`src/rtl/mult_pkg.sv`:
```
// Shared definitions for the iterative digit-serial multiplier:
// the controller state encoding and the digit-count helper.
package mult_pkg;

    typedef enum logic [1:0] {
        IDLE = 2'd0,
        BUSY = 2'd1,
        DONE = 2'd2
    } state_t;

    // Number of DIGIT-wide multiplier slices needed to cover WIDTH bits.
    function automatic int num_digits(input int width, input int digit);
        return (width + digit - 1) / digit;
    endfunction

endpackage

```
`src/rtl/mult_digit.sv`:
```
// Combinational WIDTH x DIGIT partial-product unit: multiplies the latched
// multiplicand by one multiplier digit. The result is never truncated.
module mult_digit #(
    parameter int WIDTH = 18,
    parameter int DIGIT = 6
) (
    input  logic [WIDTH-1:0]       a,
    input  logic [DIGIT-1:0]       d,
    output logic [WIDTH+DIGIT-1:0] pp
);

    // Full-width product of the multiplicand and the current digit.
    always_comb begin
        pp = (WIDTH + DIGIT)'(a) * (WIDTH + DIGIT)'(d);
    end

endmodule

```
`src/rtl/mult_iter.sv`:
```
// Iterative multiplier retiring DIGIT multiplier bits per clock.
// A product takes N = ceil(WIDTH/DIGIT) cycles after the capture edge.
// Optional feature: define MULT_ITER_SIGNED_EN to add the is_signed port,
// which selects two's-complement operands (sign/magnitude internally, so
// latency is the same in both builds).
module mult_iter
    import mult_pkg::*;
#(
    parameter int WIDTH = 18,
    parameter int DIGIT = 6
) (
    input  logic                 clk,
    input  logic                 rst_n,
    input  logic                 start,
    input  logic [WIDTH-1:0]     A,
    input  logic [WIDTH-1:0]     B,
`ifdef MULT_ITER_SIGNED_EN
    input  logic                 is_signed,
`endif
    output logic                 busy,
    output logic                 done,
    output logic [2*WIDTH-1:0]   P
);

    localparam int N  = num_digits(WIDTH, DIGIT);
    localparam int CW = (N > 1) ? $clog2(N) : 1;
    localparam int PW = 2 * WIDTH;
    localparam logic [CW-1:0]    LAST  = CW'(N - 1);
    localparam logic [WIDTH-1:0] ONE_W = WIDTH'(1);
    localparam logic [PW-1:0]    ONE_P = PW'(1);

    // Reject parameter combinations the datapath was not sized for.
    generate
        if (WIDTH < 2 || WIDTH > 64 || DIGIT < 1 || DIGIT > WIDTH) begin : g_bad_params
            $error("mult_iter: illegal WIDTH=%0d / DIGIT=%0d", WIDTH, DIGIT);
        end
    endgenerate

    state_t                  state;
    logic [WIDTH-1:0]        a_reg;
    logic [WIDTH-1:0]        b_reg;
    logic [PW-1:0]           acc;
    logic [CW-1:0]           cnt;
    logic                    neg;

    logic [WIDTH-1:0]        a_mag;
    logic [WIDTH-1:0]        b_mag;
    logic                    neg_in;
    logic [DIGIT-1:0]        digit;
    logic [WIDTH+DIGIT-1:0]  pp;
    logic [PW-1:0]           term;
    logic [PW-1:0]           sum;
    logic [PW-1:0]           result;

`ifdef MULT_ITER_SIGNED_EN
    // Turn signed operands into magnitudes and remember the product sign.
    always_comb begin
        a_mag  = A;
        b_mag  = B;
        neg_in = 1'b0;
        if (is_signed) begin
            if (A[WIDTH-1]) a_mag = ~A + ONE_W;
            if (B[WIDTH-1]) b_mag = ~B + ONE_W;
            neg_in = A[WIDTH-1] ^ B[WIDTH-1];
        end
    end
`else
    // Unsigned-only build: operands pass straight through.
    always_comb begin
        a_mag  = A;
        b_mag  = B;
        neg_in = 1'b0;
    end
`endif

    // The multiplier register is shifted down each cycle, so the low slice is
    // always the current digit; zeros shift in to pad the final digit.
    always_comb begin
        digit = b_reg[DIGIT-1:0];
    end

    mult_digit #(
        .WIDTH (WIDTH),
        .DIGIT (DIGIT)
    ) u_digit (
        .a  (a_reg),
        .d  (digit),
        .pp (pp)
    );

    // Align the partial product to its digit position, accumulate, and
    // apply the recorded sign so the last edge can write the final product.
    always_comb begin
        term   = PW'(pp) << (int'(cnt) * DIGIT);
        sum    = acc + term;
        result = neg ? (~sum + ONE_P) : sum;
    end

    // Controller and datapath registers: capture, iterate, hold, abort.
    always_ff @(posedge clk or negedge rst_n) begin
        if (!rst_n) begin
            state <= IDLE;
            a_reg <= '0;
            b_reg <= '0;
            acc   <= '0;
            cnt   <= '0;
            neg   <= 1'b0;
            busy  <= 1'b0;
            done  <= 1'b0;
            P     <= '0;
        end else begin
            case (state)
                IDLE: begin
                    if (start) begin
                        a_reg <= a_mag;
                        b_reg <= b_mag;
                        neg   <= neg_in;
                        acc   <= '0;
                        cnt   <= '0;
                        busy  <= 1'b1;
                        state <= BUSY;
                    end
                end
                BUSY: begin
                    if (!start) begin
                        acc   <= '0;
                        cnt   <= '0;
                        busy  <= 1'b0;
                        state <= IDLE;
                    end else if (cnt == LAST) begin
                        acc   <= sum;
                        P     <= result;
                        done  <= 1'b1;
                        busy  <= 1'b0;
                        state <= DONE;
                    end else begin
                        acc   <= sum;
                        cnt   <= cnt + CW'(1);
                        b_reg <= b_reg >> DIGIT;
                    end
                end
                DONE: begin
                    if (!start) begin
                        done  <= 1'b0;
                        state <= IDLE;
                    end
                end
                default: begin
                    busy  <= 1'b0;
                    done  <= 1'b0;
                    state <= IDLE;
                end
            endcase
        end
    end

endmodule

```
`config.mk`:
```
export PLATFORM = sky130hd
export DESIGN_NAME = mult_iter
export DESIGN_NICKNAME = d
export VERILOG_FILES = /design/src/rtl/mult_pkg.sv /design/src/rtl/mult_digit.sv /design/src/rtl/mult_iter.sv
export SDC_FILE = /design/constraint.sdc
export NUM_CORES = 1
export LEC_CHECK = 0
export ABC_AREA = 1
export BUFFER_PORTS_ARGS = -buffer_cell sky130_fd_sc_hd__buf_4
export CAP_MARGIN = 20
export CORE_MARGIN = 2
export CORE_UTILIZATION = 56
export DETAILED_ROUTE_END_ITERATION = 16
export PLACE_DENSITY = 0.73
export RECOVER_POWER = 25
export REMOVE_ABC_BUFFERS = 1
export SLEW_MARGIN = 40
export SYNTH_ARGS = -nofsm -noshare
export SYNTH_HDL_FRONTEND = slang
export SYNTH_SLANG_ARGS = --single-unit
```
`constraint.sdc`:
```
create_clock -name clk -period 6.76 [get_ports clk]
set_input_delay 0.338 -clock clk [delete_from_list [all_inputs] [get_ports clk]]
set_output_delay 0.338 -clock clk [all_outputs]
set_load 0.05 [all_outputs]
```
* After elaboration in Yosys (flattened, before gate mapping)
Index checks and enable logic that the tools add are counted.
Operators by class: multiplexer cells 24, multipliers 2, equal/unequal tests 10, bitwise operators 2, $add $sub $neg 2, shift-type cells 1, reductions and logical operators 10
Operators with widths (count):
- 2-to-1 mux 36 bit | 2
- case mux 36 bit (2 select lines) | 1
- 2-to-1 mux 18 bit | 3
- adder 36 bit | 1
- case mux 18 bit (2 select lines) | 1
- << shifter 24 x 5 -> 36 bit | 1
- multiplier 18 x 6 -> 24 bit | 1
- 2-to-1 mux 2 bit | 7
- AND reduction 3 bit | 4
- inequality test 2 bit (second input constant) | 5
- AND reduction 4 bit | 2
- 2-to-1 mux 1 bit | 6
- inequality test 3 bit (second input constant) | 2
- case mux 1 bit (3 select lines) | 2
- case mux 2 bit (3 select lines) | 1
- == test 2 bit (second input constant) | 2
- multiplier 2 x 2 -> 4 bit (second input constant) | 1
- case mux 2 bit (2 select lines) | 1
- AND reduction 2 bit | 2
- adder 2 x 1 -> 2 bit (second input constant) | 1
- == test 2 x 1 -> 1 bit (second input constant) | 1
- logical NOT 2 bit | 1
- inverter 1 bit | 2
- nonzero test 2 bit | 1
Storage, ports and cells: output and inout port bits 38, logic and storage cells 59, bits in registers 114

* Longest topological paths before layout
Gate-level depths: netlist (run 1).
word-level depth 5, gate-level depth with buffers 40, depth with buffers taken out 38

* By module
Synthesis (run 1) repeated with hierarchy kept, for this count alone.
Unflattened totals: cells, all modules 1806, area, all modules 11832.6 um2
By module, submodules not included:
- mult_iter | area each 7931.4 um2, instances 1, sequential area each 2852.7 um2, cells each 1168
- mult_digit | area each 3901.2 um2, instances 1, sequential area each 0.0 um2, cells each 638

* Worst setup path after synthesis (run 1)
OpenSTA, ideal clock, no wires.
path type register to register, start register b_reg[5], end register P[23], stages on the path, launching flop included 30, data arrival time 5.696 ns, data required time 6.634 ns, buffers on the path 2, setup slack 0.938 ns, cell sequence dfrtp_1 > clkbuf_1 > clkbuf_1 > nand2_1 > fa_1 > fa_1 > fa_1 > inv_1 > ha_1 > a21oi_2 > nand2_2 > a21oi_4 > o21ai_4 > xor2_2 > or2_2 > nand3_1 > nand3_1 > nand3_1 > o21ai_1 > ha_1 > a21oi_1 > inv_1 > a31oi_1 > o21ai_0 > a21o_1 > a21oi_2 > o21bai_1 > or2_1 > nand3_1 > o21ai_1
Between the ends: word-level cells in the longest chain between the ends 3
Ends and longest elaborated chain:
- start, declared | line mult_iter.sv:41 | logic [WIDTH-1:0] b_reg;
- start signal, assigned | line mult_iter.sv:116 | b_reg <= b_mag;
- start signal, assigned | line mult_iter.sv:139 | b_reg <= b_reg >> DIGIT;
- multiplier 18 x 6 -> 24 bit | line mult_digit.sv:14 | pp = (WIDTH + DIGIT)'(a) * (WIDTH + DIGIT)'(d);
- << shifter 24 x 5 -> 36 bit | line mult_iter.sv:94 | term = PW'(pp) << (int'(cnt) * DIGIT);
- adder 36 bit | line mult_iter.sv:95 | sum = acc + term;
- end signal, assigned | line mult_iter.sv:132 | P <= result;
- end, declared | line mult_iter.sv:22 | output logic [2*WIDTH-1:0] P
Every way passes these cells. A chain may end at the register's enable or synchronous reset.

* Worst setup path in the final report (run 1)
start register b_reg[2], end register P[35]
The elaborated chain is that of the path after synthesis.

==> results of run 1 <==
[per-layer routing]
metal	routed length, µm	up-vias
met4	566	0
met5	0	-
met3	1840	40
met1	15200	5092
met2	14100	322
li1	-	5448
[logic make-up after synthesis]
logic type	after synthesis	share of synthesized area, %
XOR/XNOR	32	2.50
AO/OA/AOI/OAI	261	13.4
AND/OR/NAND/NOR	784	27.9
buffers and inverters	372	12.3
flip-flops	114	24.8
adder cells (fa/ha/maj)	136	19.1
[cell usage in the layout, fill, tap and decap left out, types with 6 or more instances in the layout]
master	instances
clkbuf_1	21
o211ai_1	8
xnor2_1	10
xor2_1	21
o21a_1	8
inv_1	315
ha_1	69
fa_1	66
nor3_1	7
a21oi_2	7
o21bai_1	7
buf_4	78
clkbuf_16	17
a21oi_1	60
nor2_2	7
nand2_1	535
nand3_1	113
dfrtp_1	108
nand4_1	9
a21o_1	9
o21ai_0	98
o21ai_2	11
nor2_1	83
nand3_2	6
o21ai_1	21
a31oi_1	8
[final cells by class]
class | instances | area share [%]
clock inverters | 14 | 1.31
multi-input cells | 1213 | 56.4
well taps | 270 | 2.59
inverters | 318 | 9.16
repair buffers | 101 | 5.29
clock buffers | 18 | 3.29
flip-flops and latches | 114 | 22.0
[metrics by stage]
step	cell area, µm²	std cells	worst slack [ns]	hold slack, ns
final	13000	2048	0.388	0.0964
after detailed placement	12400	2012	-0.0699	0.415
after floorplan	11300	1645	1.14	0.0424
after global routing	13000	2048	-0.0316	0.102
after CTS	13000	2045	0.0509	0.0819
after global placement	12400	2012	-0.0323	0.409
[timing repair]
action                                 CTS  global route
setup endpoints to repair                4            32
gates cloned                             0             0
pin swaps                                0             2
endpoints found under the hold margin   47             0
setup buffers                            0             3
hold buffers                             1             0
gates resized for setup                  5            31
[worst max-delay path: cells and delay by family (launching register included)]
| family | cells | cell delay, ns |
|---|---|---|
| and+or+nand+nor | 13 | 1.40 |
| adders and majority gates | 5 | 2.27 |
| buffers and inverters | 5 | 0.27 |
| DFF | 1 | 0.58 |
| AOI/OAI and AO/OA | 9 | 1.73 |
[worst max path at each step]
stage,from,to,slack [ns]
2_1_floorplan,b_reg[5],P[23],1.14
3_3_place_gp,b_reg[1],P[22],-0.03
3_5_place_dp,b_reg[1],P[22],-0.07
4_1_cts,b_reg[2],P[22],0.05
5_1_grt,b_reg[5],P[22],-0.03
6_report,b_reg[2],P[35],0.39
==> run_results.csv, run 1 <==
group,metric,value,unit
setup_path,ff2ff_path_depth,32,
route,first_iter_violations,845,
setup_path,end_kind,"register",
setup_path,worstSetupStartpointType,"register",
synth,avgSynthCellArea,6.77,µm²
route,drt_wl_total,31800,µm
grt,met2_usage,48.5,%
sta,period_needed,6.37,ns
clock_tree,cts_made_buffers,17,
grt,antenna_found_initial,0,
final_layout,area_delta_synth_final,13.3,%
synth,synth_commonest_cells,"nand2_1, inv_1, dfrtp_1, nand3_1, o21ai_0",
synth,syn_inst,1699,
synth,synth_top_area_share,24.8,%
floorplan,start_util,56.9,%
setup_path,crit_type,"reg -> reg",
setup_path,crit_fanout,16,
final_layout,fill_cells,1901,
route,dr_total_vias,10900,
grt,use_met3,4.84,%
synth,yosys.area.top_type,"dfrtp_1",
setup_path,timing.rr.start,"b_reg[2]",
synth,synth-seq-area-share,24.8,%
clock_tree,cts_buffer_depth,2,
grt,grt_pass1_wl,53400,µm
sta,worst_slew_pin_slew,2.87,ns
clock_tree,cts_tree,"built",
synth,synthFlopType,"dfrtp_1",
sta,clock_skew,0.0265,ns
final_layout,fin_util,64.4,%
outcome,failed_checks,"max-capacitance violations, max-slew violations",
setup_path,cpMostUsedCell,"nand2_1",
route,wire_per_inst,15.5,µm
floorplan,ios,77,
synth,yosys-top-cells-area,"dfrtp_1, nand2_1, fa_1, inv_1, ha_1",
setup_path,cpPeakStageDelay,0.58,ns
sta,setup-violations-final,0,
clock_tree,root_buffer,"clkbuf_16",
final_layout,largest_registers,"P (36), acc (36)",
grt,gr-total-overflow,0,
synth,yosys_warnings,0,
grt,grt_pass1_vias,10700,
synth,synth_cell_types,50,
grt,busiest_layer,"met2",
floorplan,std_cell_rows,52,
setup_path,cp_slowest_cell,"dfrtp_4",
grt,grt_use_total,30.7,%
route,via_per_inst,5.32,
floorplan,die_w,147,µm
sta,fin_setup_tns,0,ns
outcome,outcome,"complete, but fails checks",
sta,relSlewSlack,-91.4,%
final_layout,nets,1940,
min_path,min_path_type,"in -> reg",
clock_tree,cts.htree.levels,4,
grt,grt_max_degree,68,
sta,slew_viol_final,49,
floorplan,die_h,147,µm
route,drc,0,
flow_run,maxCapViolCount,1,
min_path,hold_path_depth,3,
synth,ys_ff_latch,114,
setup_path,r2r-end,"P[35]",
setup_path,arrival,6.73,ns
sta,final_hold_viol_count,0,
grt,met1_usage,44.4,%
synth,synth_area,0.0115,mm²
setup_path,crit_required,7.12,ns
synth,synth_async_sr_flop_share,100,%
min_path,hold_end,"a_reg[11]",
sta,timing.final.crit_share,94.3,%
floorplan,design.die.area,0.0217,mm²
route,firstDrtPassIters,5,
placement,numPortBuffers,76,
clock_tree,insertion_delay,0.44,ns
synth,synth_edf_count,0,
setup_path,regToRegSetupSlack,0.39,ns
clock_tree,path_clk_slew,0.07,ns
min_path,hp-start,"A[11]",
final_layout,multi_input_area,0.00735,mm²
floorplan,core,0.0202,mm²
synth,yosysMostFrequentCell,"nand2_1",
clock_tree,cts.sinks,114,
final_layout,regArea,0.00287,mm²
final_layout,n_antenna_cell,0,
placement,globalplace.congestion,0.985,
final_layout,drive_gt1_share,9.90,%
sta,max_freq,157,MHz
placement,hpwl,24500,µm
route,drtAntennaViolNets,0,
sta,rsz0062_at_grt,"yes",
Power of run 1 is left out: the tool's default activity adds up to more than one toggle a clock period on the data nets, which glitch-free logic cannot reach.
==> inputs of run 2 (changes only) <==
- clock period: 6.76 -> 8.2 ns (I/O delays scaled with it)
==> run 2 against run 1 <==
  * The flow still finishes with violations (max-capacitance violations, max-slew violations)
  * Largest cell class unchanged
  * Non-clock buffer count decreased by 14
  * Critical path depth down 2
  * Global-route usage down 0.22 points
  * Fmax shrank 7.9%
  * Routed wire length is 1.3% lower
  * Highest routed layer unchanged
  * Flip-flop and latch count unchanged
  * Setup slack improved by 0.90 ns
==> run_results.csv, run 2 (synthesis gave the netlist of run 1 again) <==
group,metric,value,unit
outcome,outcome,"complete, but fails checks",
outcome,failed_checks,"max-capacitance violations, max-slew violations",
grt,grt_use_total,30.5,%
setup_path,cpPeakStageDelay,0.80,ns
floorplan,die_h,147,µm
clock_tree,cts_hold_buf,0,
sta,max_freq,145,MHz
route,drc,0,
route,dr_total_vias,10800,
clock_tree,insertion_delay,0.44,ns
setup_path,cp-startpoint,"b_reg[5]",
setup_path,cp_slowest_cell,"dfrtp_1",
final_layout,final_common_cell,"nand2_1",
placement,globalplace.congestion,0.963,
clock_tree,path_clk_slew,0.07,ns
grt,grt_pass1_wl,52900,µm
clock_tree,cts_made_buffers,17,
floorplan,die_w,147,µm
min_path,hold_path_depth,3,
setup_path,critical_path.top_delay_family,"adder cells",
setup_path,r2r-end,"P[29]",
setup_path,crit_type,"reg -> reg",
final_layout,largest_registers,"P (36), acc (36)",
sta,worst_slew_pin_slew,3.66,ns
route,first_iter_violations,898,
final_layout,nets,1926,
min_path,min_path_type,"in -> reg",
grt,gr-total-overflow,0,
grt,grt_pass1_vias,10500,
setup_path,worstSetupStartpointType,"register",
final_layout,layout_common_cells,"nand2_1, inv_1, dfrtp_1, nand3_1, o21ai_0",
floorplan,std_cell_rows,52,
sta,final_hold_viol_count,0,
sta,slew_viol_final,117,
floorplan,start_util,56.9,%
route,drt_wl_total,31300,µm
clock_tree,post_cts_buffers,0,
sta,setup-violations-final,0,
sta,clock_skew,0.0213,ns
setup_path,cpMostUsedCell,"nand2_1",
clock_tree,cts.sinks,114,
clock_tree,cts.htree.levels,4,
setup_path,crit_fanout,19,
floorplan,ios,77,
setup_path,ff2ff_path_depth,30,
sta,rsz0062_at_grt,"no",
flow_run,maxCapViolCount,2,
sta,period_needed,6.92,ns
floorplan,core,0.0202,mm²
route,firstDrtPassIters,5,
placement,numPortBuffers,76,
final_layout,area_delta_synth_final,11.9,%
setup_path,crit_required,8.52,ns
sta,fin_setup_tns,0,ns
placement,hpwl,24000,µm
clock_tree,cts_buffer_depth,2,
route,wire_per_inst,15.4,µm
setup_path,crit_buf_inv,2,
final_layout,n_antenna_cell,0,
clock_tree,root_buffer,"clkbuf_16",
setup_path,regToRegSetupSlack,1.28,ns
clock_tree,cts_resized,0,
final_layout,drive_gt1_share,8.84,%
setup_path,endpoint,"P[29]",
clock_tree,cts_tree,"built",
floorplan,design.die.area,0.0217,mm²
grt,grt_max_degree,69,
sta,timing.final.crit_share,84.3,%
setup_path,worst-path-stages,30,
final_layout,fill_cells,1896,
route,via_per_inst,5.30,
grt,antenna_found_initial,0,
setup_path,timing.rr.start,"b_reg[5]",
setup_path,end_kind,"register",
setup_path,arrival,7.24,ns
sta,relSlewSlack,-144,%
route,drtAntennaViolNets,0,
run 2: how the worst min path moves through the flow:
stage | start | end | slack, ns
after detailed placement | rst_n | b_reg[10] | 0.47
final | A[12] | a_reg[12] | 0.17
after CTS | rst_n | b_reg[4] | 0.007
after global routing | A[10] | a_reg[10] | 0.16
after floorplan | rst_n | P[0] | 0.11
after global placement | rst_n | b_reg[16] | 0.46
run 2: per-layer routing:
metal | GRT usage, % | share of wire [%] | vias up
met2 | 46.7 | 43 | 341
met3 | 4.81 | 6.5 | 44
met4 | 7.60 | 1.7 | 0
li1 | - | - | 5409
met1 | 45.3 | 49 | 4987
met5 | 0 | 0 | -
run 2: final cells by class:
| cell class | instances | area, µm² | area share, % |
|---|---|---|---|
| clock inverter | 14 | 169 | 1.31 |
| clock buffer | 18 | 429 | 3.33 |
| inverter | 318 | 1190 | 9.27 |
| timing repair buffer | 87 | 646 | 5.01 |
| multi-input combinational | 1213 | 7250 | 56.3 |
| tap | 270 | 338 | 2.62 |
| sequential | 114 | 2850 | 22.2 |
run 2: metrics by stage:
stage	setup slack (ns)	util, %	cell area (µm²)	std cells	hold WS, ns
after floorplan	2.58	-	11300	1645	0.114
after global placement	1.48	60.7	12300	2002	0.465
after detailed placement	1.51	60.7	12300	2002	0.467
after CTS	1.48	63.7	12900	2034	0.00692
after global routing	0.881	63.6	12900	2034	0.162
final	1.28	63.6	12900	2034	0.166
run 2: worst reg2reg max path: cells and delay by family (launching register included):
family	cells	cell delay, ns
AO/OA/AOI/OAI	8	1.51
XOR/XNOR	1	0.27
adder cells (fa/ha/maj)	5	2.40
buffers and inverters	2	0.13
flip-flops	1	0.80
AND/OR/NAND/NOR	14	1.66
Power of run 2 is left out for the same reason.
==> inputs of run 3 (changes only) <==
- PLACE_DENSITY: 0.73 -> 0.76
- clock period: 8.2 -> 6.24 ns (I/O delays scaled with it)
==> run 3 against run 2 <==
  * The run still ends with max-capacitance violations, max-slew violations left
  * Flip-flop and latch count unchanged
  * Design area increased by 10%
  * Non-clock buffer count rose by 94
  * Clock skew decreased by 0.0021 ns
  * Sequential share of layout area fell by 2.0 points
  * Final cell count grew 4.6%
  * Critical path type unchanged
  * Largest cell class unchanged
  * Critical endpoint is now P[35]
==> run_results.csv, run 3 (synthesis gave the netlist of run 1 again) <==
group,metric,value,unit
min_path,hold_path_depth,3,
floorplan,start_util,56.9,%
floorplan,std_cell_rows,52,
sta,setup-violations-final,0,
route,first_iter_violations,935,
setup_path,cpPeakStageDelay,0.56,ns
setup_path,crit_fanout,6,
clock_tree,cts_tree,"built",
route,firstDrtPassIters,6,
final_layout,layout_common_cells,"nand2_1, inv_1, buf_4",
final_layout,final_common_cell,"nand2_1",
sta,relSlewSlack,-77.8,%
final_layout,nets,2020,
sta,timing.final.crit_share,96.8,%
route,wire_per_inst,15.7,µm
min_path,hold_end,"a_reg[4]",
sta,fin_ws,0.200,ns
sta,slew_viol_final,47,
grt,gr-total-overflow,0,
grt,grt_max_degree,70,
final_layout,fill_cells,1735,
setup_path,worstSetupStartpointType,"register",
final_layout,n_antenna_cell,0,
route,drt_wl_total,33300,µm
floorplan,core,0.0202,mm²
clock_tree,root_buffer,"clkbuf_16",
placement,dp.cells,2071,
grt,grt_pass1_wl,53600,µm
clock_tree,insertion_delay,0.43,ns
route,dr_total_vias,11600,
final_layout,fin_cells,2128,
grt,grt_pass1_vias,11200,
route,via_per_inst,5.43,
setup_path,timing.rr.start,"b_reg[1]",
final_layout,area_delta_synth_final,23.4,%
placement,pre_cts_ws,-0.159,ns
sta,period_needed,6.04,ns
outcome,outcome,"complete, but fails checks",
setup_path,crit_required,6.60,ns
sta,worst_slew_pin_slew,2.67,ns
setup_path,arrival,6.40,ns
setup_path,r2r-end,"P[35]",
flow_run,maxCapViolCount,1,
final_layout,regArea,0.00286,mm²
setup_path,end_kind,"register",
floorplan,die_w,147,µm
setup_path,regToRegSetupSlack,0.20,ns
outcome,failed_checks,"max-capacitance violations, max-slew violations",
min_path,hp-start,"A[4]",
clock_tree,cts.sinks,114,
sta,fin_setup_tns,0,ns
final_layout,largest_registers,"P (36), acc (36)",
placement,numPortBuffers,76,
placement,hpwl,24300,µm
setup_path,ff2ff_path_depth,34,
clock_tree,cts.htree.levels,4,
setup_path,cp_slowest_cell,"fa_1",
sta,rsz0062_at_grt,"yes",
route,drc,0,
sta,clock_skew,0.0192,ns
floorplan,design.die.area,0.0217,mm²
clock_tree,cts_buffer_depth,2,
setup_path,cpMostUsedCell,"nand2_1",
min_path,min_path_type,"in -> reg",
sta,fin_hold_ws,0.0754,ns
grt,antenna_found_initial,0,
clock_tree,cts_made_buffers,17,
floorplan,ios,77,
final_layout,multi_input_area,0.00788,mm²
clock_tree,path_clk_slew,0.07,ns
route,drtAntennaViolNets,0,
placement,globalplace.congestion,0.986,
sta,final_hold_viol_count,0,
sta,max_freq,166,MHz
grt,grt_use_total,30.7,%
final_layout,drive_gt1_share,18.9,%
floorplan,die_h,147,µm
setup_path,crit_type,"reg -> reg",
-- run 3: changes by cell type in the layout (fill, tap and decap cells not counted), sizes merged --
cell / delta
buf: +73
bufinv: +1
clkbuf: +22
clkinv: -1
clkinvlp: +4
dlygate4sd3: +1
inv: -6
-- run 3: cell type report --
class / count / share of cell area, %
repair buffers: 181 / 9.30
clock buffers: 20 / 3.22
well taps: 270 / 2.38
inverters: 318 / 8.41
multi-input cells: 1213 / 55.5
clock inverters: 12 / 1.09
flip-flops and latches: 114 / 20.1
-- run 3: worst max-delay path by stage --
stage	endpoint	slack [ns]	from	depth (start not counted)
finish	P[35]	0.20	b_reg[1]	34
global route	P[35]	-0.09	b_reg[1]	34
CTS	P[32]	0.04	b_reg[2]	32
detailed placement	P[23]	-0.16	b_reg[2]	31
global placement	P[23]	-0.14	b_reg[2]	31
floorplan	P[23]	0.62	b_reg[5]	28
-- run 3: critical path: cells and delay by family (launching register included) --
kind,cells,cell delay [ns]
AO/OA/AOI/OAI,9,1.51
flip-flops,1,0.43
adder cells (fa/ha/maj),5,2.12
buffers and inverters,7,0.65
AND/OR/NAND/NOR,12,1.08
XOR/XNOR,1,0.16
-- run 3: per-stage QoR --
step	cell area, µm²	util [%]
floorplan	11300	-
global placement	12800	63.3
detailed placement	12800	63.3
CTS	13500	66.5
global route	14200	70.2
finish	14200	70.2
-- run 3: timing repair --
action / CTS / global route
resized for setup: 12 / 149
hold buffers: 1 / 0
buffers inserted: 0 / 24
endpoints found under the setup margin: 24 / 41
pin swaps: 0 / 39
hold endpoints to repair: 45 / 0
-- run 3: metal layers --
| layer | wire length, µm | track usage (%) | vias to the layer above |
|---|---|---|---|
| li1 | - | - | 5601 |
| met1 | 14600 | 43.8 | 5419 |
| met2 | 15000 | 48.5 | 476 |
| met3 | 2840 | 5.03 | 66 |
| met4 | 810 | 9.18 | 0 |
| met5 | 0 | 0 | - |
Power of run 3 is left out for the same reason.
